### src/rtl/mux_pkg.sv
// Shared definitions for the arbitrated mux: arbitration mode codes and a
// ceiling-log2 helper usable in parameter defaults.
package mux_pkg;

  localparam int unsigned ARB_FIXED = 0;
  localparam int unsigned ARB_RR    = 1;

  typedef enum logic {
    LK_OPEN,
    LK_HELD
  } lock_state_t;

  function automatic int unsigned clog2(input int unsigned v);
    int unsigned r;
    r = 0;
    for (int unsigned i = 0; i < 32; i++) begin
      if ((64'd1 << i) < 64'(v)) r = i + 1;
    end
    return r;
  endfunction

endpackage

### src/rtl/rr_arbiter.sv
// Round-robin / fixed-priority arbiter with optional packet lock.
// Macro ARB_MUX_LOCK_EN adds advance_last and holds the grant until the last beat.
module rr_arbiter
  import mux_pkg::*;
#(
  parameter int unsigned NUM_IN = 2,
  parameter int unsigned RR     = ARB_RR,
  parameter int unsigned SEL_W  = (clog2(NUM_IN) > 0) ? clog2(NUM_IN) : 1
) (
  input  logic              clk,
  input  logic              reset,
  input  logic [NUM_IN-1:0] req,
  input  logic              advance,
  input  logic [SEL_W-1:0]  advance_idx,
`ifdef ARB_MUX_LOCK_EN
  input  logic              advance_last,
`endif
  output logic [NUM_IN-1:0] grant,
  output logic [SEL_W-1:0]  grant_idx
);

  logic [SEL_W-1:0]    ptr;
  logic [SEL_W-1:0]    ptr_next;
  logic [SEL_W-1:0]    base;
  logic [NUM_IN-1:0]   elig;
  logic [2*NUM_IN-1:0] dbl;
  logic [NUM_IN-1:0]   rot;
  logic                found;
  logic                ptr_step;
  int unsigned         sum;

`ifdef ARB_MUX_LOCK_EN
  lock_state_t      lock_state;
  lock_state_t      lock_state_next;
  logic [SEL_W-1:0] lock_idx;

  always_ff @(posedge clk) begin
    if (reset) begin
      lock_state <= LK_OPEN;
      lock_idx   <= '0;
    end else begin
      lock_state <= lock_state_next;
      if (advance) lock_idx <= advance_idx;
    end
  end

  always_comb begin
    lock_state_next = lock_state;
    if (advance) lock_state_next = advance_last ? LK_OPEN : LK_HELD;
  end

  always_comb begin
    elig = req;
    if (lock_state == LK_HELD) begin
      for (int unsigned i = 0; i < NUM_IN; i++) begin
        elig[i] = req[i] && (SEL_W'(i) == lock_idx);
      end
    end
  end

  assign ptr_step = advance && advance_last;
`else
  assign elig     = req;
  assign ptr_step = advance;
`endif

  // Rotate requests so the search always starts at bit 0, then map back.
  assign base = (RR == ARB_RR) ? ptr : '0;
  assign dbl  = {elig, elig} >> base;
  assign rot  = dbl[NUM_IN-1:0];

  always_comb begin
    found     = 1'b0;
    grant_idx = '0;
    sum       = 0;
    for (int unsigned k = 0; k < NUM_IN; k++) begin
      if (!found && rot[k]) begin
        found = 1'b1;
        sum   = 32'(base) + k;
        if (sum >= NUM_IN) sum = sum - NUM_IN;
        grant_idx = SEL_W'(sum);
      end
    end
  end

  always_comb begin
    grant = '0;
    for (int unsigned i = 0; i < NUM_IN; i++) begin
      grant[i] = found && (grant_idx == SEL_W'(i));
    end
  end

  always_comb begin
    ptr_next = ptr;
    if ((RR == ARB_RR) && ptr_step) begin
      ptr_next = (32'(advance_idx) == NUM_IN - 1) ? '0 : advance_idx + 1'b1;
    end
  end

  always_ff @(posedge clk) begin
    if (reset) ptr <= '0;
    else       ptr <= ptr_next;
  end

endmodule

### src/rtl/arb_mux.sv
// N-input arbitrated mux with registered valid/ready output stage.
// Macro ARB_MUX_LOCK_EN adds in_last/out_last and packet-locked arbitration.
module arb_mux
  import mux_pkg::*;
#(
  parameter int unsigned WIDTH  = 8,
  parameter int unsigned NUM_IN = 2,
  parameter int unsigned SEL_W  = (clog2(NUM_IN) > 0) ? clog2(NUM_IN) : 1,
  parameter int unsigned RR     = ARB_RR
) (
  input  logic                    clk,
  input  logic                    reset,
  input  logic [NUM_IN*WIDTH-1:0] in_data,
  input  logic [NUM_IN-1:0]       in_valid,
  output logic [NUM_IN-1:0]       in_ready,
  output logic [WIDTH-1:0]        out_data,
  output logic                    out_valid,
  input  logic                    out_ready,
  output logic [SEL_W-1:0]        out_src
`ifdef ARB_MUX_LOCK_EN
  ,
  input  logic [NUM_IN-1:0]       in_last,
  output logic                    out_last
`endif
);

  logic              accept;
  logic              transfer;
  logic [NUM_IN-1:0] grant;
  logic [SEL_W-1:0]  grant_idx;
  logic [WIDTH-1:0]  sel_data;
  logic              sel_last;

  assign accept   = !out_valid || out_ready;
  assign in_ready = (accept && !reset) ? grant : '0;
  assign transfer = |in_ready;

  always_comb begin
    sel_data = '0;
    sel_last = 1'b0;
    for (int unsigned i = 0; i < NUM_IN; i++) begin
      sel_data = sel_data | (in_data[i*WIDTH +: WIDTH] & {WIDTH{grant[i]}});
`ifdef ARB_MUX_LOCK_EN
      sel_last = sel_last | (in_last[i] & grant[i]);
`endif
    end
  end

  rr_arbiter #(
    .NUM_IN (NUM_IN),
    .RR     (RR),
    .SEL_W  (SEL_W)
  ) u_arb (
    .clk          (clk),
    .reset        (reset),
    .req          (in_valid),
    .advance      (transfer),
    .advance_idx  (grant_idx),
`ifdef ARB_MUX_LOCK_EN
    .advance_last (sel_last),
`endif
    .grant        (grant),
    .grant_idx    (grant_idx)
  );

  always_ff @(posedge clk) begin
    if (reset) begin
      out_valid <= 1'b0;
      out_data  <= '0;
      out_src   <= '0;
    end else if (accept) begin
      out_valid <= transfer;
      if (transfer) begin
        out_data <= sel_data;
        out_src  <= grant_idx;
      end
    end
  end

`ifdef ARB_MUX_LOCK_EN
  always_ff @(posedge clk) begin
    if (reset)                    out_last <= 1'b0;
    else if (accept && transfer)  out_last <= sel_last;
  end
`endif

endmodule

### config.mk
export PLATFORM = sky130hd
export DESIGN_NAME = arb_mux
export DESIGN_NICKNAME = d
export VERILOG_FILES = /design/src/rtl/mux_pkg.sv /design/src/rtl/rr_arbiter.sv /design/src/rtl/arb_mux.sv
export SDC_FILE = /design/constraint.sdc
export NUM_CORES = 1
export LEC_CHECK = 0
export CAP_MARGIN = 20
export CORE_MARGIN = 2
export CORE_UTILIZATION = 25
export CTS_BUF_LIST = sky130_fd_sc_hd__clkbuf_16
export DETAILED_ROUTE_END_ITERATION = 6
export REMOVE_ABC_BUFFERS = 1
export SETUP_SLACK_MARGIN = 0.3
export SKIP_LAST_GASP = 1
export SLEW_MARGIN = 25
export SYNTH_ARGS = -nofsm -noshare
export SYNTH_HDL_FRONTEND = slang
export SYNTH_SLANG_ARGS = --single-unit
### constraint.sdc
create_clock -name clk -period 1.3 [get_ports clk]
set_input_delay 0.13 -clock clk [delete_from_list [all_inputs] [get_ports clk]]
set_output_delay 0.13 -clock clk [all_outputs]
set_load 0.01 [all_outputs]
==> flow_summary.yaml <==
outcome:
  outcome: "completed"
power_and_ir_drop:
  ir_drop_uv: 571
  power.total_mw: 1.22
  power.leakage_nw: 0.453
  powerDensity_nw_per_um2: 1120
timing:
  tightest_slew_ps: 206
  period_minus_slack_ps: 1290
  rsz0062_at_grt: "yes"
  hold_viol_final: 0
  min_period_over_period_pct: 99.3
  skew_ps: 3.46
  fmax_mhz: 775
  maxSlewHeadroom_pct: 86.3
  setup_viol: 0
  fin_tns_setup_ps: 0
  slew_viol_final: 0
critical_path:
  r2r_start: "out_valid"
  regToRegEndpoint: "out_data[5]"
  crit_required_ps: 1470
  cp-start-kind: "flip-flop"
  critPathCaptureType: "flip-flop"
  worst_r2r_path_depth: 5
  worst-setup-path-type: "flip-flop to flip-flop"
  rrSetupSlack_ps: 9
  crit_path_max_fanout: 8
  crit_arrival_ps: 1460
cts:
  clk_pin_slew_ps: 40
  h-tree-depth: 1
  cts_buffer_depth: 2
  hold_buffers: 0
  cts_buffers: 3
  root_buffer: "clkbuf_16"
  clk_latency_ps: 240
  clock_sinks: 11
  cts_tree: "done"
place:
  gp_congestion: 0.726
  detailed_place.area_um2: 938
  dpl.hpwl_mm: 1.29
  placed_cells: 121
  port_buffers: 32
layout:
  diodes: 0
  finalNonFillerCells: 126
  area_delta_synth_final_pct: 106
  fill_cells: 166
  drive_gt1_share_pct: 33.3
  final_util_pct: 54.9
  fin_nets: 121
  final_cell_area_um2: 1090
flow_run:
  drv_cap: 0
die:
  die_area_um2: 2500
  die_w_um: 50.0
  row_count: 16
  initial_core_util_pct: 26.6
  die_height_um: 50.0
  io_pins: 33
  core_um2: 1980
route:
  viasPerCell: 5.03
  drcViolationCount: 0
  routed_wl_mm: 1.91
  drt_pre_antenna_iters: 4
  vias: 634
  wl_per_cell_um: 15.2
  drt_iter0_drc: 13
  ant_nets: 0
global_routing:
  gr-usage-all-layers_pct: 16.6
  grt_pass1_vias: 651
  grt_max_degree: 12
  grt_antenna_before_repair: 0
  grt_pass1_wl_mm: 2.97
  overflow: 0
logic_synthesis:
  synth_top_cell_by_area: "dfxtp_1"
  syn_area_um2: 528
  yosysSeqAreaShare_pct: 41.7
  yosysWarnings: 0
  synth_top_area_share_pct: 41.7
  synth_seq_cells: 11
  synth_area_per_cell_um2: 9.60
  synth.distinct_cells: 19
  synth.area.top_cells: "dfxtp_1 42%, a32oi_1 13%, o211ai_1 11%"
  syn_inst: 55
hold_path:
  min_path_type: "input pin to flip-flop"
  hold_depth: 4
  holdPathEnd: "out_valid"
  hp-start: "out_ready"
## kinds of logic after synthesis
| group | Yosys count | synth area share [%] |
|---|---|---|
| simple gates | 10 | 13.3 |
| buf+inv | 6 | 7.11 |
| compound gates | 28 | 37.9 |
| flops | 11 | 41.7 |
## per-stage QoR
stage	hold slack [ps]	worst slack, ps
2_1_floorplan	199	72.9
3_3_place_gp	446	-360
3_5_place_dp	452	-362
6_report	325	9.27
4_1_cts	448	11.2
5_1_grt	365	-13.8
## placed cells by master (no fill, tap or decap), types with 2 or more instances in the layout
master and n:
a32oi_1 8, buf_4 8, buf_6 6, clkbuf_16 3, clkdlybuf4s15_1 5, clkdlybuf4s50_1 17, dfxtp_1 9, dfxtp_2 2
dlygate4sd2_1 6, dlymetal6s2s_1 2, nand2_1 2, o211ai_1 8, o21ai_1 6, o21ai_2 2
## critical path, stage by stage (launching register included)
cell,delay (ps)
dfxtp_2,320
buf_6,100
nor2b_4,120
buf_6,110
or3_4,420
o21ai_1,150
## routing by layer
layer / up-vias / share of wire (%) / track usage, % / wire, um
met5: - / 0 / 0 / 0
met4: 0 / 3.8 / 13.4 / 73
met3: 7 / 7.1 / 5.45 / 136
met2: 31 / 47 / 25.1 / 905
met1: 290 / 42 / 18.8 / 796
li1: 306 / - / - / -
## flip-flops by register name, summed over array words and instances (netlist names)
| register | cells |
|---|---|
| u_arb.base | 1 |
| out_src | 1 |
| out_valid | 1 |
| out_data | 8 |
## power by group
part	switching [mW]	internal (mW)	total (mW)
Combinational	0.115	0.161	0.276
Clock	0.156	0.404	0.560
Sequential	0.0160	0.367	0.383
Total	0.287	0.932	1.22
## repair_timing
item	CTS	global route
endpoints found under the setup margin	23	19
gates resized for setup	28	16
setup buffers	1	0
cloned	0	0
pin swaps	8	5
## cell type report
type	count	area, um^2	area share, %
timing repair buffer	45	430	39.6
multi-input combinational	38	318	29.2
sequential	11	223	20.5
clock buffer	3	75.1	6.90
tap	27	33.8	3.11
clock inverter	1	3.75	0.345
inverter	1	3.75	0.345
## cell usage after synthesis
cell and number:
nor2_2 1, nand2_1 2, inv_1 1, nor2b_4 1, nor3_1 1, o21ai_1 8
or3_4 1, nand3_1 1, a32oi_1 8, or2b_2 1, a21oi_1 2, buf_6 2
and3_1 1, a21boi_2 1, a31o_2 1, nand2b_1 1, dfxtp_1 11, o211ai_1 8
clkbuf_1 3
## how the worst max path moves through the flow
stage,slack (ps),cells after the start,to,start
5_1_grt,-10,5,out_data[7],out_valid
4_1_cts,10,5,out_data[3],out_valid
3_5_place_dp,-360,4,in_ready[0],in_valid[0]
3_3_place_gp,-360,4,in_ready[0],in_valid[0]
6_report,9,5,out_data[5],out_valid
2_1_floorplan,70,3,u_arb.base,out_valid
(Power assumes the default switching activity.)
==> RTL change: new RTL, config.mk and constraints unchanged <==
The option `ARB_MUX_LOCK_EN` is turned on by a define.
--- a/src/rtl/rr_arbiter.sv
+++ b/src/rtl/rr_arbiter.sv
@@ -1,4 +1,6 @@
 // Round-robin / fixed-priority arbiter with optional packet lock.
 // Macro ARB_MUX_LOCK_EN adds advance_last and holds the grant until the last beat.
+`define ARB_MUX_LOCK_EN
+
 module rr_arbiter
   import mux_pkg::*;
Interface: changed (added in_last and out_last); port bits go from 33 to 36. The function was not compared with the original's and may differ.
==> RTL change against the original RTL <==
Final area rose by 31%. Sequential power increased by 30%. Total power rose by 27%. Global-route usage down 2.3 points. Routed wire length increased by 12%. Synthesized area increased by 31%. The run now ends with negative setup slack left. Combinational power grew 70%. Sequential cell count is 3 higher. Utilization fell by 1.8 points. Critical path depth is the same. Fmax is 11% lower. Worst setup slack lost 0.16 ns.
==> RTL change: results (changes against the original RTL) <==
Final layout
  – Filler Cell Count: 244 (+47%)
  – Number of nets in the layout: 153 (+26%)
  – Fraction of layout cells with a size suffix above 1: 0.372 (+0.0388)

STA
  – Slew HR: 0.783 (-0.0798)
  – Setup WS post-layout: -0.151 ns (-0.160 ns)
  – Setup TNS: -1.46 ns (-1.46 ns)
  – Setup violators final: 14 (+14)
  – Clock Skew: 0.00174 ns (-0.00172 ns)

Setup path
  – Crit-path slowest cell: a2111o_1
  – Max FO, Critical Path: 9 (+1)
  – CP delay by family, top: compound AO/OA/AOI/OAI gates
  – CP max stage delay: 0.40 ns (-0.02 ns)

Synthesis
  – Post-synthesis cell type count: 23 (+4)
  – Syn Inst Count: 70 (+27%)
  – Synth cell count leaders: dfxtp_1, nor2_1, o21ai_0
  – Cells taking the most area after synthesis: dfxtp_1, a221oi_2, nor2_1

Min path
  – HP Class: flip-flop to flip-flop

Clock network
  – Postcts setup bufs: 4 (+3)
  – Resized Gates After CTS: 39 (+39%)

GRT
  – First-pass GRT wire length: 3540 um (+19%)
  – Pin count of the biggest net entering global routing: 10 (-2)

Placed design
  – Placed cell count: 151 (+25%)

Run status
  – Failing checks: negative setup slack
  – Status: finished, violations left

Power
  – P_sw: 399 uW (+39%)
==> RTL change: changes by cell type in the layout (fill, tap and decap cells not counted), moves of 5 or more <==
cell,before,now
a221oi_2,0,7
a32oi_1,8,0
buf_12,0,5
buf_4,8,14
nor2_1,0,14
o211ai_1,8,0
o21ai_0,0,8
o21ai_1,6,0
==> RTL change: path summary, 6_finish.rpt <==
kind	cells past startpoint	startpoint	endpoint	slack, ns
max	5	u_arb.lock_idx	out_data[2]	-0.15
min	2	out_src	out_src	0.47
max reg2reg	5	u_arb.lock_idx	out_data[2]	-0.15
min reg2reg	2	out_src	out_src	0.47
==> RTL change: kinds of logic after synthesis <==
kind of cell           after synthesis  synth area share
buffers and inverters                8            0.0617
and+or+nand+nor                     20             0.116
DFF                                 14             0.407
muxes                                1            0.0145
AOI/OAI and AO/OA                   27             0.401
==> RTL change: metrics by stage <==
| step | power (mW) | hold WS [ns] | worst slack (ns) | area, um2 |
|---|---|---|---|---|
| 5_1_grt | 1.62 | 0.500 | -0.218 | 1430 |
| 3_3_place_gp | 0.914 | 0.453 | -0.510 | 1230 |
| 4_1_cts | 1.55 | 0.482 | -0.144 | 1390 |
| 2_1_floorplan | 0.652 | 0.195 | -0.798 | 662 |
| 3_5_place_dp | 0.919 | 0.484 | -0.526 | 1230 |
| 6_report | 1.55 | 0.471 | -0.151 | 1430 |
==> RTL change: layout make-up <==
type                    instances  share of cell area
repair buffers                 59               0.418
multi-input cells              48               0.289
flip-flops and latches         14               0.199
clock buffers                   3              0.0526
well taps                      31              0.0272
inverters                       4              0.0105
clock inverters                 1             0.00263
==> RTL change: metal layers <==
layer,vias up,track usage,share of wire
met2,29,0.254,0.52
li1,383,-,-
met5,-,0,0
met4,0,0.0510,0.0028
met3,2,0.0438,0.063
met1,344,0.158,0.42
